$ cat config.mk
export PLATFORM = sky130hd
export DESIGN_NAME = cache_set_controller
export DESIGN_NICKNAME = d
export VERILOG_FILES = /design/src/rtl/cache_set_controller.sv
export SDC_FILE = /design/constraint.sdc
export NUM_CORES = 1
export LEC_CHECK = 0
export CAP_MARGIN = 15
export CORE_AREA = 2 2 221 223
export DETAILED_ROUTE_END_ITERATION = 8
export DIE_AREA = 0 0 223 225
export GPL_ROUTABILITY_DRIVEN = 0
export PLACE_DENSITY_LB_ADDON = 0.25
export SETUP_SLACK_MARGIN = 0.05
export SKIP_LAST_GASP = 1
export SLEW_MARGIN = 5
export SYNTH_ARGS = -nofsm -noshare
export SYNTH_HDL_FRONTEND = slang
export SYNTH_SLANG_ARGS = --single-unit
$ cat constraint.sdc
create_clock -name clk -period 13.6 [get_ports clk]
set_clock_uncertainty 0.05 [all_clocks]
set_input_delay 3.4 -clock clk [delete_from_list [all_inputs] [get_ports clk]]
set_output_delay 3.4 -clock clk [all_outputs]
set_load 0.01 [all_outputs]
$ cat src/rtl/cache_set_controller.sv
// Initiator-side controller for one cache set: it does the lookup, drives the age-update pulses,
// selects a victim and runs writeback/fill transactions to next-level memory.
module cache_set_controller #(
  parameter int unsigned NUM_WAYS      = 4,
  parameter int unsigned COUNTER_WIDTH = 8,
  parameter int unsigned DATA_WIDTH    = 32,
  parameter int unsigned BLOCK_SIZE    = 32,
  parameter int unsigned ADDRESS_WIDTH = 32
) (
  input  logic                              clk,
  input  logic                              rst,
  input  logic                              cpu_req_valid,
  output logic                              cpu_req_ready,
  input  logic                              cpu_req_write,
  input  logic [ADDRESS_WIDTH-1:0]          cpu_req_addr,
  input  logic [DATA_WIDTH-1:0]             cpu_req_wdata,
  output logic                              cpu_resp_valid,
  output logic                              cpu_resp_hit,
  output logic [DATA_WIDTH-1:0]             cpu_resp_rdata,
  output logic [ADDRESS_WIDTH-1:0]          way_address,
  output logic [NUM_WAYS-1:0]               way_allocate,
  output logic [NUM_WAYS-1:0]               way_wEn,
  output logic [DATA_WIDTH-1:0]             way_dataIn,
  output logic [NUM_WAYS-1:0]               way_accessed,
  output logic [COUNTER_WIDTH-1:0]          way_accessedWayAge,
  input  logic [NUM_WAYS*(ADDRESS_WIDTH-$clog2(BLOCK_SIZE))-1:0] way_tag,
  input  logic [NUM_WAYS-1:0]               way_valid,
  input  logic [NUM_WAYS-1:0]               way_dirty,
  input  logic [NUM_WAYS*DATA_WIDTH-1:0]    way_dataOut,
  input  logic [NUM_WAYS*COUNTER_WIDTH-1:0] way_myAge,
  input  logic [NUM_WAYS-1:0]               way_expired,
  output logic                              mem_req_valid,
  input  logic                              mem_req_ready,
  output logic                              mem_req_write,
  output logic [ADDRESS_WIDTH-1:0]          mem_req_addr,
  output logic [DATA_WIDTH-1:0]             mem_req_wdata,
  input  logic                              mem_resp_valid,
  input  logic [DATA_WIDTH-1:0]             mem_resp_rdata
);

  localparam int unsigned OFFSET_WIDTH = $clog2(BLOCK_SIZE);
  localparam int unsigned TAG_WIDTH    = ADDRESS_WIDTH - OFFSET_WIDTH;
  localparam int unsigned IDX_W        = (NUM_WAYS > 1) ? $clog2(NUM_WAYS) : 1;

  localparam logic [2:0] S_IDLE      = 3'd0;
  localparam logic [2:0] S_LOOKUP    = 3'd1;
  localparam logic [2:0] S_WRITEBACK = 3'd2;
  localparam logic [2:0] S_FILL_REQ  = 3'd3;
  localparam logic [2:0] S_FILL_WAIT = 3'd4;
  localparam logic [2:0] S_INSTALL   = 3'd5;
  localparam logic [2:0] S_RESPOND   = 3'd6;

  localparam logic [NUM_WAYS-1:0] ONE_HOT_0 = {{(NUM_WAYS-1){1'b0}}, 1'b1};

  logic [2:0]               r_state, w_state_next;
  logic [ADDRESS_WIDTH-1:0] r_addr;
  logic                     r_write;
  logic [DATA_WIDTH-1:0]    r_wdata;
  logic [IDX_W-1:0]         r_victim;
  logic [COUNTER_WIDTH-1:0] r_victim_age;
  logic [TAG_WIDTH-1:0]     r_victim_tag;
  logic [DATA_WIDTH-1:0]    r_victim_data;
  logic                     r_hit;
  logic [DATA_WIDTH-1:0]    r_rdata;

  logic [TAG_WIDTH-1:0]     w_req_tag;
  logic                     w_hit;
  logic [IDX_W-1:0]         w_hit_idx;
  logic                     w_inv_found, w_exp_found;
  logic [IDX_W-1:0]         w_inv_idx, w_exp_idx, w_old_idx, w_victim;
  logic [COUNTER_WIDTH-1:0] w_old_age;
  logic                     w_victim_dirty;

  assign w_req_tag = r_addr[ADDRESS_WIDTH-1:OFFSET_WIDTH];

  // Hit detection and victim priority: invalid, then expired, then oldest (ties to lowest index).
  always_comb begin
    w_hit       = 1'b0;
    w_hit_idx   = '0;
    w_inv_found = 1'b0;
    w_inv_idx   = '0;
    w_exp_found = 1'b0;
    w_exp_idx   = '0;
    w_old_idx   = '0;
    w_old_age   = way_myAge[0 +: COUNTER_WIDTH];
    for (int i = 0; i < NUM_WAYS; i++) begin
      if (!w_hit && way_valid[i] && (way_tag[i*TAG_WIDTH +: TAG_WIDTH] == w_req_tag)) begin
        w_hit     = 1'b1;
        w_hit_idx = IDX_W'(i);
      end
      if (!w_inv_found && !way_valid[i]) begin
        w_inv_found = 1'b1;
        w_inv_idx   = IDX_W'(i);
      end
      if (!w_exp_found && way_expired[i]) begin
        w_exp_found = 1'b1;
        w_exp_idx   = IDX_W'(i);
      end
      if (way_myAge[i*COUNTER_WIDTH +: COUNTER_WIDTH] > w_old_age) begin
        w_old_age = way_myAge[i*COUNTER_WIDTH +: COUNTER_WIDTH];
        w_old_idx = IDX_W'(i);
      end
    end
    if (w_inv_found)      w_victim = w_inv_idx;
    else if (w_exp_found) w_victim = w_exp_idx;
    else                  w_victim = w_old_idx;
    w_victim_dirty = way_valid[w_victim] && way_dirty[w_victim];
  end

  always_comb begin
    w_state_next = r_state;
    case (r_state)
      S_IDLE:      if (cpu_req_valid) w_state_next = S_LOOKUP;
      S_LOOKUP: begin
        if (w_hit)               w_state_next = S_RESPOND;
        else if (w_victim_dirty) w_state_next = S_WRITEBACK;
        else                     w_state_next = S_FILL_REQ;
      end
      S_WRITEBACK: if (mem_req_ready) w_state_next = S_FILL_REQ;
      S_FILL_REQ:  if (mem_req_ready) w_state_next = S_FILL_WAIT;
      S_FILL_WAIT: if (mem_resp_valid) w_state_next = S_INSTALL;
      S_INSTALL:   w_state_next = S_RESPOND;
      S_RESPOND:   w_state_next = S_IDLE;
      default:     w_state_next = S_IDLE;
    endcase
  end

  always_ff @(posedge clk) begin
    if (rst) begin
      r_state       <= S_IDLE;
      r_addr        <= '0;
      r_write       <= 1'b0;
      r_wdata       <= '0;
      r_victim      <= '0;
      r_victim_age  <= '0;
      r_victim_tag  <= '0;
      r_victim_data <= '0;
      r_hit         <= 1'b0;
      r_rdata       <= '0;
    end else begin
      r_state <= w_state_next;
      case (r_state)
        S_IDLE: begin
          if (cpu_req_valid) begin
            r_addr  <= cpu_req_addr;
            r_write <= cpu_req_write;
            r_wdata <= cpu_req_wdata;
            r_hit   <= 1'b0;
            r_rdata <= '0;
          end
        end
        S_LOOKUP: begin
          if (w_hit) begin
            r_hit   <= 1'b1;
            r_rdata <= way_dataOut[int'(w_hit_idx)*DATA_WIDTH +: DATA_WIDTH];
          end else begin
            r_victim      <= w_victim;
            r_victim_age  <= way_myAge[int'(w_victim)*COUNTER_WIDTH +: COUNTER_WIDTH];
            r_victim_tag  <= way_tag[int'(w_victim)*TAG_WIDTH +: TAG_WIDTH];
            r_victim_data <= way_dataOut[int'(w_victim)*DATA_WIDTH +: DATA_WIDTH];
          end
        end
        S_FILL_WAIT: if (mem_resp_valid) r_rdata <= mem_resp_rdata;
        default: ;
      endcase
    end
  end

  always_comb begin
    cpu_req_ready      = (r_state == S_IDLE);
    cpu_resp_valid     = 1'b0;
    cpu_resp_hit       = 1'b0;
    cpu_resp_rdata     = '0;
    way_address        = (r_state == S_IDLE) ? '0 : r_addr;
    way_allocate       = '0;
    way_wEn            = '0;
    way_dataIn         = '0;
    way_accessed       = '0;
    way_accessedWayAge = '0;
    mem_req_valid      = 1'b0;
    mem_req_write      = 1'b0;
    mem_req_addr       = '0;
    mem_req_wdata      = '0;
    case (r_state)
      S_LOOKUP: begin
        if (w_hit) begin
          way_accessed       = ONE_HOT_0 << w_hit_idx;
          way_accessedWayAge = way_myAge[int'(w_hit_idx)*COUNTER_WIDTH +: COUNTER_WIDTH];
          if (r_write) begin
            way_wEn    = ONE_HOT_0 << w_hit_idx;
            way_dataIn = r_wdata;
          end
        end
      end
      S_WRITEBACK: begin
        mem_req_valid = 1'b1;
        mem_req_write = 1'b1;
        mem_req_addr  = {r_victim_tag, {OFFSET_WIDTH{1'b0}}};
        mem_req_wdata = r_victim_data;
      end
      S_FILL_REQ: begin
        mem_req_valid = 1'b1;
        mem_req_addr  = {w_req_tag, {OFFSET_WIDTH{1'b0}}};
      end
      S_INSTALL: begin
        way_allocate       = ONE_HOT_0 << r_victim;
        way_wEn            = ONE_HOT_0 << r_victim;
        way_accessed       = ONE_HOT_0 << r_victim;
        way_dataIn         = r_write ? r_wdata : r_rdata;
        way_accessedWayAge = r_victim_age;
      end
      S_RESPOND: begin
        cpu_resp_valid = 1'b1;
        cpu_resp_hit   = r_hit;
        cpu_resp_rdata = r_write ? '0 : r_rdata;
      end
      default: ;
    endcase
  end

endmodule

==> results of run 1 <==
==> placed cells by master, fill, tap and decap left out, types with 24 or more instances in the layout <==
| cell | synthesis | routed |
|---|---|---|
| a22o_1 | 35 | 35 |
| a21oi_1 | 151 | 150 |
| clkdlybuf4s50_1 | 0 | 560 |
| xor2_1 | 40 | 40 |
| nor2b_1 | 40 | 39 |
| a2111oi_2 | 30 | 30 |
| nor4_1 | 44 | 44 |
| mux2i_1 | 166 | 166 |
| buf_4 | 27 | 27 |
| ha_1 | 24 | 24 |
| nor2_1 | 121 | 119 |
| a41oi_1 | 31 | 31 |
| dfxtp_1 | 170 | 167 |
| and2_1 | 68 | 67 |
| nor3_1 | 37 | 35 |
| xnor2_1 | 68 | 68 |
| nand4_1 | 31 | 31 |
| o221ai_2 | 60 | 60 |
| o21bai_1 | 33 | 33 |
| nand2_1 | 323 | 322 |
==> worst paths after layout <==
path,slack (ns),from,depth (start not counted),end
max,2.15,way_tag[65],11,way_accessedWayAge[2]
min,0.40,r_addr[1],2,r_addr[1]
max reg2reg,8.20,r_addr[16],10,r_victim_tag[16]
min reg2reg,0.40,r_addr[1],2,r_addr[1]
==> state kept, by name, indices dropped and copies added (netlist names) <==
signal / count
r_addr: 32
r_rdata: 32
r_victim_data: 32
r_wdata: 32
r_victim_tag: 27
r_victim_age: 8
r_state: 3
r_victim: 2
r_hit: 1
r_write: 1
==> metal layers <==
metal,GRT usage,vias to the layer above
met4,0.194,8
met5,0,-
met2,0.485,912
li1,-,7371
met3,0.0781,212
met1,0.314,7685
==> stage by stage <==
| stage | utilization | cell area [µm²] | instances | setup WS, ns |
|---|---|---|---|---|
| floorplan | - | 14400 | 1820 | 4.90 |
| finish | 0.436 | 20700 | 2878 | 2.15 |
| global placement | 0.422 | 20100 | 2832 | 2.34 |
| global route | 0.436 | 20700 | 2876 | 2.03 |
| CTS | 0.435 | 20700 | 2864 | 2.24 |
| detailed placement | 0.422 | 20100 | 2832 | 2.24 |
==> power breakdown <==
| group | switching (mW) | internal [mW] |
|---|---|---|
| combinational | 0.377 | 0.306 |
| sequential | 0.0716 | 0.562 |
| clock | 0.261 | 0.292 |
==> tightest hold or removal path: stages (launching register included) <==
cell and delay (ns):
dfxtp_1 0.31, nand2_1 0.05, a21oi_1 0.05
==> final cells by class <==
| cell class | count | area (µm²) | area share |
|---|---|---|---|
| well taps | 615 | 769 | 0.0371 |
| clock inverters | 12 | 151 | 0.00730 |
| inverters | 14 | 52.6 | 0.00253 |
| clock buffers | 20 | 467 | 0.0225 |
| flip-flops and latches | 170 | 3410 | 0.164 |
| diodes | 13 | 32.5 | 0.00157 |
| repair buffers | 588 | 5820 | 0.281 |
| multi-input cells | 1446 | 10000 | 0.484 |
==> cell families (layout without fill, tap and decap cells) <==
kind of cell             count (synthesis)  count (layout)  share of synthesized area
AO/OA/AOI/OAI                          426             426                      0.247
XOR/XNOR                               108             108                     0.0656
adder cells (fa/ha/maj)                 24              24                     0.0208
buffers and inverters                  204             634                     0.0765
flip-flops                             170             170                      0.236
multiplexers                           166             166                      0.115
other                                    1              18                   0.000260
AND/OR/NAND/NOR                        717             717                      0.239
==> metrics.md, run 1 <==
| Metric | Value |
|---|---|
| Status | complete, no violations |
| Worst path required time | 10.15 ns |
| IO Pins | 567 |
| DRC violations left | 0 |
| Hpwl dp | 55.5 mm |
| Slew headroom | 0.224 |
| Slew of the pin with the lowest slew margin | 1.16 ns |
| Num CTS Buffers | 17 |
| Synth Flop Type | dfxtp_1 |
| Yosys warnings | 0 |
| DR vias | 16188 |
| TritonCTS clock tree | built |
| CP bufs+invs | 4 |
| Static leakage | 7.51 nW |
| Rows | 80 |
| Syn avg cell area | 7.94 µm² |
| Seq/Total Area, Yosys | 0.236 |
| Worst Path Arrival | 8.00 ns |
| Routed vias/inst | 5.62 |
| FMAX | 0.0873 GHz |
| Worst-Skew Late Latency | 0.50 ns |
| Post-synth EDFFs | 0 |
| Met1 wire length | 28.0 mm |
| Syn Inst Count | 1816 |
| Area of the die | 50200 µm² |
| Filler Cells Inserted | 4772 |
| Fin Setup TNS | 0 ns |
| WL met3 | 6.10 mm |
| Crit path launch type | input pin |
| Highest metal used | met5 |
| Starting density of the core | 0.303 |
| Post CTS Setup Buffer Count | 0 |
| Mapped Area | 14400 µm² |
| Critical-path cell list | clkdlybuf4s50_1 > xnor2_1 > nand4_1 > nor4_2 > nand4_4 > nand2_2 > buf_4 > and2_2 > buf_4 > a31oi_1 > clkdlybuf4s50_1 |
| TritonCTS Sinks | 170 |
| Max_cap viols | 0 |
| Nets | 2643 |
| H-Tree Depth | 4 |
| Tightest Hold Check Type | reg2reg |
| Slew Limit Fails | 0 |
| Final ANT Viol Nets | 0 |
| CTS Hold Buffers Added | 0 |
| Yosys cell types | 75 |
| Unrepaired setup endpoints after global routing | no |
| Endpoints failing setup | 0 |
| Pre-antenna DRT Iters | 6 |
| Critical path fanouts, max | 37 |
| Clock Path Buffers | 2 |
| Antenna violations before repair | 17 |
| Largest area contributor in the netlist | dfxtp_1 |
| Vias in the first global route | 16257 |
| Core area | 47500 µm² |
| Yosys top cell area share | 0.236 |
| Root Buffer | clkbuf_16 |
| I/O Buffers | 561 |
| Final period util | 0.842 |
| Share of cells above drive strength 1 | 0.0858 |
| Drt first-iter violations | 1747 |
| Synth area leaders | dfxtp_1 (24%), mux2i_1 (12%), nand2_1 (8.4%), o221ai_2 (6.3%), a21oi_1 (5.2%) |
| Worst setup EP type | output pin |
| Drt wl/cell | 25.8 µm |
| Power Density | 90.1 nW/µm² |
| Critical Path Slowest Stage Cell | nand4_4 |
| Min Clock Period, post-route | 11.45 ns |
| Final hold vios | 0 |
| Design Power | 1.87 mW |
| Largest net degree at the start of global routing | 69 |
| Kind of cell adding the most delay to the critical path | simple AND/OR/NAND/NOR gates |
| First-pass GRT wire length | 106 mm |
| Post-synth top cells | nand2_1 (323), dfxtp_1 (170), mux2i_1 (166) |
| Worst stage delay on the critical path | 0.65 ns |
| Hold Slack | 0.403 ns |
| Width of the die | 223 µm |
| Fraction of registers with async set/reset | 0 |
| Critical setup path kind | in2out |
| GRT Util Overall | 0.286 |
| Grt total ovfl | 0 |
| Post-cts sizing count | 0 |
| Final wirelength | 74.2 mm |
| Synth-to-layout area growth | 43.9% |
| Clock-pin slew on the worst setup and hold paths | 0.08 ns |
| DR WL met2 | 35.2 mm |
| FF+latch count, synth | 170 |
| DIE HEIGHT | 225 µm |
| Maximum vdd drop | 0.0704 mV |
| Cell with the most instances after synthesis | nand2_1 |
Note: power is estimated with default switching activity, not from simulation.
==> run 2, diff against run 1 <==
==> constraint.sdc (replaced) <==
create_clock -name clk -period 9.2 [get_ports clk]
set_clock_uncertainty 0.05 [all_clocks]
set_input_delay 2.3 -clock clk [delete_from_list [all_inputs] [get_ports clk]]
set_output_delay 2.3 -clock clk [all_outputs]
set_load 0.01 [all_outputs]
==> metrics.md, run 2 (synthesis results as in run 1) <==
| Metric | Value |
|---|---|
| Area of the multi-input gates | 10000 µm² (unchanged) |
| Starting density of the core | 0.303 (unchanged) |
| Status | complete, no violations |
| R2R setup slack | 4.46 ns (-3.74 ns) |
| Maximum vdd drop | 0.0846 mV (+20%) |
| Area of the die | 50200 µm² (unchanged) |
| R2R depth | 10 (unchanged) |
| Min Clock Period, post-route | 8.41 ns |
| Core area | 47500 µm² (unchanged) |
| Critical Path Slowest Stage Cell | clkdlybuf4s50_1 |
| TritonCTS clock tree | built |
| Drt wl/cell | 26.2 µm (+1.8%) |
| Share of cells above drive strength 1 | 0.0882 (+0.00239) |
| Drt first-iter violations | 1503 (-14%) |
| Critical-path cell list | clkdlybuf4s50_1 > xnor2_1 > nand4_1 > nor4_2 > nand4_4 > nand2_2 > buf_4 > nand2_1 > a21oi_1 > a21boi_1 > clkdlybuf4s50_1 |
| Antenna violations before repair | 14 (-3) |
| FMAX | 0.119 GHz |
| I/O Buffers | 561 (unchanged) |
| Root Buffer | clkbuf_16 |
| Nets | 2650 (+0.26%) |
| Worst Path Arrival | 6.06 ns (-1.94 ns) |
| Power Density | 133 nW/µm² (+47%) |
| Endpoints failing setup | 0 (unchanged) |
| Filler Cells Inserted | 4786 (+0.29%) |
| Critical Path Most Common Cell | clkdlybuf4s50_1 |
| DIE HEIGHT | 225 µm (unchanged) |
| Unrepaired setup endpoints after global routing | no |
| Final wirelength | 75.6 mm (+1.9%) |
| Worst stage delay on the critical path | 0.48 ns (-0.17 ns) |
| Largest net degree at the start of global routing | 77 (+12%) |
| Final ANT Viol Nets | 0 (unchanged) |
| Post-cts sizing count | 0 (unchanged) |
| Num CTS Buffers | 17 (unchanged) |
| Fin Setup TNS | 0 ns (unchanged) |
| Vias in the first global route | 16324 (+0.41%) |
| Crit path launch type | input pin |
| Slew of the pin with the lowest slew margin | 1.17 ns (+0.00560 ns) |
| WL met3 | 6.07 mm (-0.57%) |
| Pre-antenna DRT Iters | 6 (unchanged) |
| Commonest non-fill, non-tap cell in the layout | clkdlybuf4s50_1 |
| CTS Hold Buffers Added | 0 (unchanged) |
| Critical register-to-register path endpoint | r_victim_data[23] |
| Sequential cell area | 3410 µm² (unchanged) |
| Hold Slack | 0.403 ns (+0.000361 ns) |
| FF-to-FF Start | r_state[0] |
| Worst-Skew Late Latency | 0.50 ns (about the same) |
| Slew Limit Fails | 0 (unchanged) |
| Commonest non-fill, non-tap cells in the layout | clkdlybuf4s50_1 (560), nand2_1 (322), dfxtp_1 (167) |
| Clock-pin slew on the worst setup and hold paths | 0.08 ns (about the same) |
| Post CTS Setup Buffer Count | 0 (unchanged) |
| Worst setup EP type | output pin |
| Highest metal used | met5 |
| GRT Util Overall | 0.291 (+0.00487) |
| DR WL met2 | 36.4 mm (+3.3%) |
| Max_cap viols | 0 (unchanged) |
| TritonCTS Sinks | 170 (unchanged) |
| Met1 wire length | 29.0 mm (+3.4%) |
| Final period util | 0.914 |
| Critical setup path kind | in2out |
| CP Launch Point | way_tag[55] |
| Final hold vios | 0 (unchanged) |
| DR vias | 16212 (+0.15%) |
| Rows | 80 (unchanged) |
| Static leakage | 7.57 nW (+0.80%) |
| H-Tree Depth | 4 (unchanged) |
| First-pass GRT wire length | 108 mm (+1.5%) |
| Critical Path End | way_accessedWayAge[5] |
| Hpwl dp | 56.3 mm (+1.4%) |
| Clock Path Buffers | 2 (unchanged) |
| DRC violations left | 0 (unchanged) |
| Grt total ovfl | 0 (unchanged) |
| Slew headroom | 0.221 (-0.00373) |
| Width of the die | 223 µm (unchanged) |
| Critical path fanouts, max | 25 (-32%) |
| Worst path required time | 6.85 ns (-3.30 ns) |
| Tightest Hold Check Type | reg2reg |
| IO Pins | 567 (unchanged) |
| Synth-to-layout area growth | 44.7% |
| Routed vias/inst | 5.63 (about the same) |
run 2: layout make-up:
cell class,count,share of cell area
tap,615,0.0369
multi-input combinational,1446,0.481
antenna,9,0.00108
timing repair buffer,595,0.286
clock inverter,14,0.00864
sequential,170,0.163
clock buffer,18,0.0206
inverter,14,0.00252
run 2: through the flow:
step,utilization,total power [mW],setup WS (ns),instance area (µm²),std cells
2_1_floorplan,-,1.50,2.02,14400,1820
3_3_place_gp,0.425,1.94,0.859,20200,2839
3_5_place_dp,0.425,1.96,0.801,20200,2840
4_1_cts,0.438,2.78,0.794,20800,2872
5_1_grt,0.438,2.88,0.621,20800,2878
6_report,0.439,2.77,0.788,20900,2881
run 2: worst min-delay path by stage:
stage | from | end | slack (ns) | cells past startpoint
4_1_cts | r_addr[0] | r_addr[0] | 0.40 | 2
5_1_grt | r_wdata[5] | r_wdata[5] | 0.42 | 2
2_1_floorplan | r_victim_data[0] | r_victim_data[0] | 0.37 | 2
3_5_place_dp | r_addr[0] | r_addr[0] | 0.39 | 2
6_report | r_addr[2] | r_addr[2] | 0.40 | 2
3_3_place_gp | r_addr[4] | r_addr[4] | 0.39 | 2
run 2: layer usage:
| layer | GRT usage | up-vias |
|---|---|---|
| met5 | 0 | - |
| met4 | 0.174 | 10 |
| met3 | 0.0774 | 169 |
| met2 | 0.497 | 857 |
| met1 | 0.326 | 7807 |
| li1 | - | 7369 |
run 2: critical path, delay by kind of cell:
| family | cells | cell delay (ns) |
|---|---|---|
| AO/OA/AOI/OAI | 2 | 0.38 |
| buffers and inverters | 3 | 1.38 |
| AND/OR/NAND/NOR | 5 | 1.63 |
| XOR/XNOR | 1 | 0.34 |
run 2: where the power goes:
part | switching (mW) | leakage [nW] | internal (mW) | total [mW]
clock network | 0.379 | 0.298 | 0.433 | 0.812
logic | 0.561 | 5.88 | 0.458 | 1.02
registers | 0.108 | 1.39 | 0.831 | 0.938
total | 1.05 | 7.57 | 1.72 | 2.77
==> RTL edit (settings of run 1) <==
Change the parameter `ADDRESS_WIDTH` from 32 to 16.
--- a/src/rtl/cache_set_controller.sv
+++ b/src/rtl/cache_set_controller.sv
@@ -6,5 +6,5 @@
   parameter int unsigned DATA_WIDTH    = 32,
   parameter int unsigned BLOCK_SIZE    = 32,
-  parameter int unsigned ADDRESS_WIDTH = 32
+  parameter int unsigned ADDRESS_WIDTH = 16
 ) (
   input  logic                              clk,
Interface: changed (resized cpu_req_addr, mem_req_addr, way_address and way_tag); port bits go from 567 to 455. No check against the original RTL was run, so the function may have changed too.
==> RTL edit against run 1 <==
- count of clock-buffer cells in the layout is 1 lower
- fmax is 10% higher
- die area unchanged
- final area is 23% lower
- synthesized area decreased by 27%
- worst setup slack better by 1.1 ns
- sequential cell count decreased by 32
- highest routed layer unchanged
- clock power fell by 14%
- routed wire length fell by 28%
- power is 17% lower
- utilization down 10 points
- synthesized cell count down 22%
- non-clock buffer count is 117 lower
==> RTL edit: results (changes against run 1) <==
----------------------------------------------------
[Outcome]
  Outcome ... finished clean

[Finish]
  Share of the final layout cell area in sequential cells ... 17.4% (+0.96 points)
  Diode insertion count for antenna repair ... 16 (+3)
  Multi-input gate share of total cell area ... 44.2% (-4.2 points)
  Number of inverters outside the clock class in the layout ... 19 (+5)
  Total of plain and repair buffers excluding clock buffers ... 471 (-20%)
  Number of standard cells in the final layout excluding fillers ... 2,415 (-16%)
  Final-layout fill cell count ... 5,059 (+6.0%)
  Post-Route Utilization ... 33.4% (-10 points)
  Buffer share of cell area ... 29.4% (+1.3 points)

[Route]
  Met1 WL ... 24.9 mm (-11%)
  Detail-routed net length per standard cell ... 22.0 um (-14%)

[Global routing]
  GR Layer Usage met1 ... 27.9% (-3.5 points)
  Wire length of the first global-routing pass ... 76.9 mm (-28%)
  Fraction of met2 tracks used by global routing ... 31.6% (-17 points)
  Largest net degree at the start of global routing ... 71 (+2.9%)
  Tot GR Track Use ... 20.7% (-8.0 points)
  GR Layer Usage met3 ... 4.55% (-3.3 points)

[Worst setup path]
  CP max stage delay ... 0.93 ns (+0.28 ns)
  Critical Path Fanout Max ... 13 (-65%)
  CP Data Arrival Time ... 6.95 ns (-1.05 ns)
  Highest-delay cell along the critical path ... nor4_4

[Placement]
  DPL Wire Length ... 40.2 mm (-28%)
  PortBufs ... 449 (-20%)
  Placed cell areas ... 0.0153 sq mm (-24%)

[Synthesis]
  Share of the yosys chip area belonging to registers ... 26.3% (+2.7 points)
  Synthesized instance count ... 1,411 (-22%)
  Top post-synthesis cells by area ... dfxtp_1, a21oi_1, nand2_1
  Count of cell types in the netlist ... 65 (-13%)
  Compound-cell area share of the yosys netlist ... 23.6% (-1.1 points)
  Mux cell area share after synthesis ... 12.5% (+0.96 points)

[Clock tree]
  Clock-pin slew on the worst setup and hold paths ... 0.06 ns (-0.02 ns)
  Clock sinks ... 138 (-19%)

[Power and ir drop]
  Leakage dissipation ... 5.66 nW (-25%)

[STA]
  Measured slew at the worst slew-check pin ... 1.19 ns (+0.0252 ns)

----------------------------------------------------
-- RTL edit: changes by cell type in the layout (fill, tap and decap cells not counted), sizes merged, moves of 33 or more --
cell           before  now
o21bai             33    0
mux2                0   81
a21oi             151  209
xor2               40    0
clkdlybuf4s50     560  448
o221ai             63    5
mux2i             166   40
nand2             325  270
nor4               47    2
-- RTL edit: final timing paths --
check                                                    from                       endpoint  slack (ns)  depth (start not counted)
worst max-delay path                               way_tag[2]          way_accessedWayAge[0]        3.20                         10
worst min-delay path            r_victim_data[5]$_SDFFE_PP0P_  r_victim_data[5]$_SDFFE_PP0P_        0.40                          2
worst max register to register        r_addr[15]$_SDFFE_PP0P_       r_rdata[15]$_SDFFE_PP0P_        9.89                         10
worst min register to register  r_victim_data[5]$_SDFFE_PP0P_  r_victim_data[5]$_SDFFE_PP0P_        0.40                          2
-- RTL edit: power breakdown --
part | switching [mW] | internal (mW) | total, mW
sequential | 0.0533 | 0.464 | 0.517
clock | 0.203 | 0.271 | 0.474
combinational | 0.310 | 0.241 | 0.551
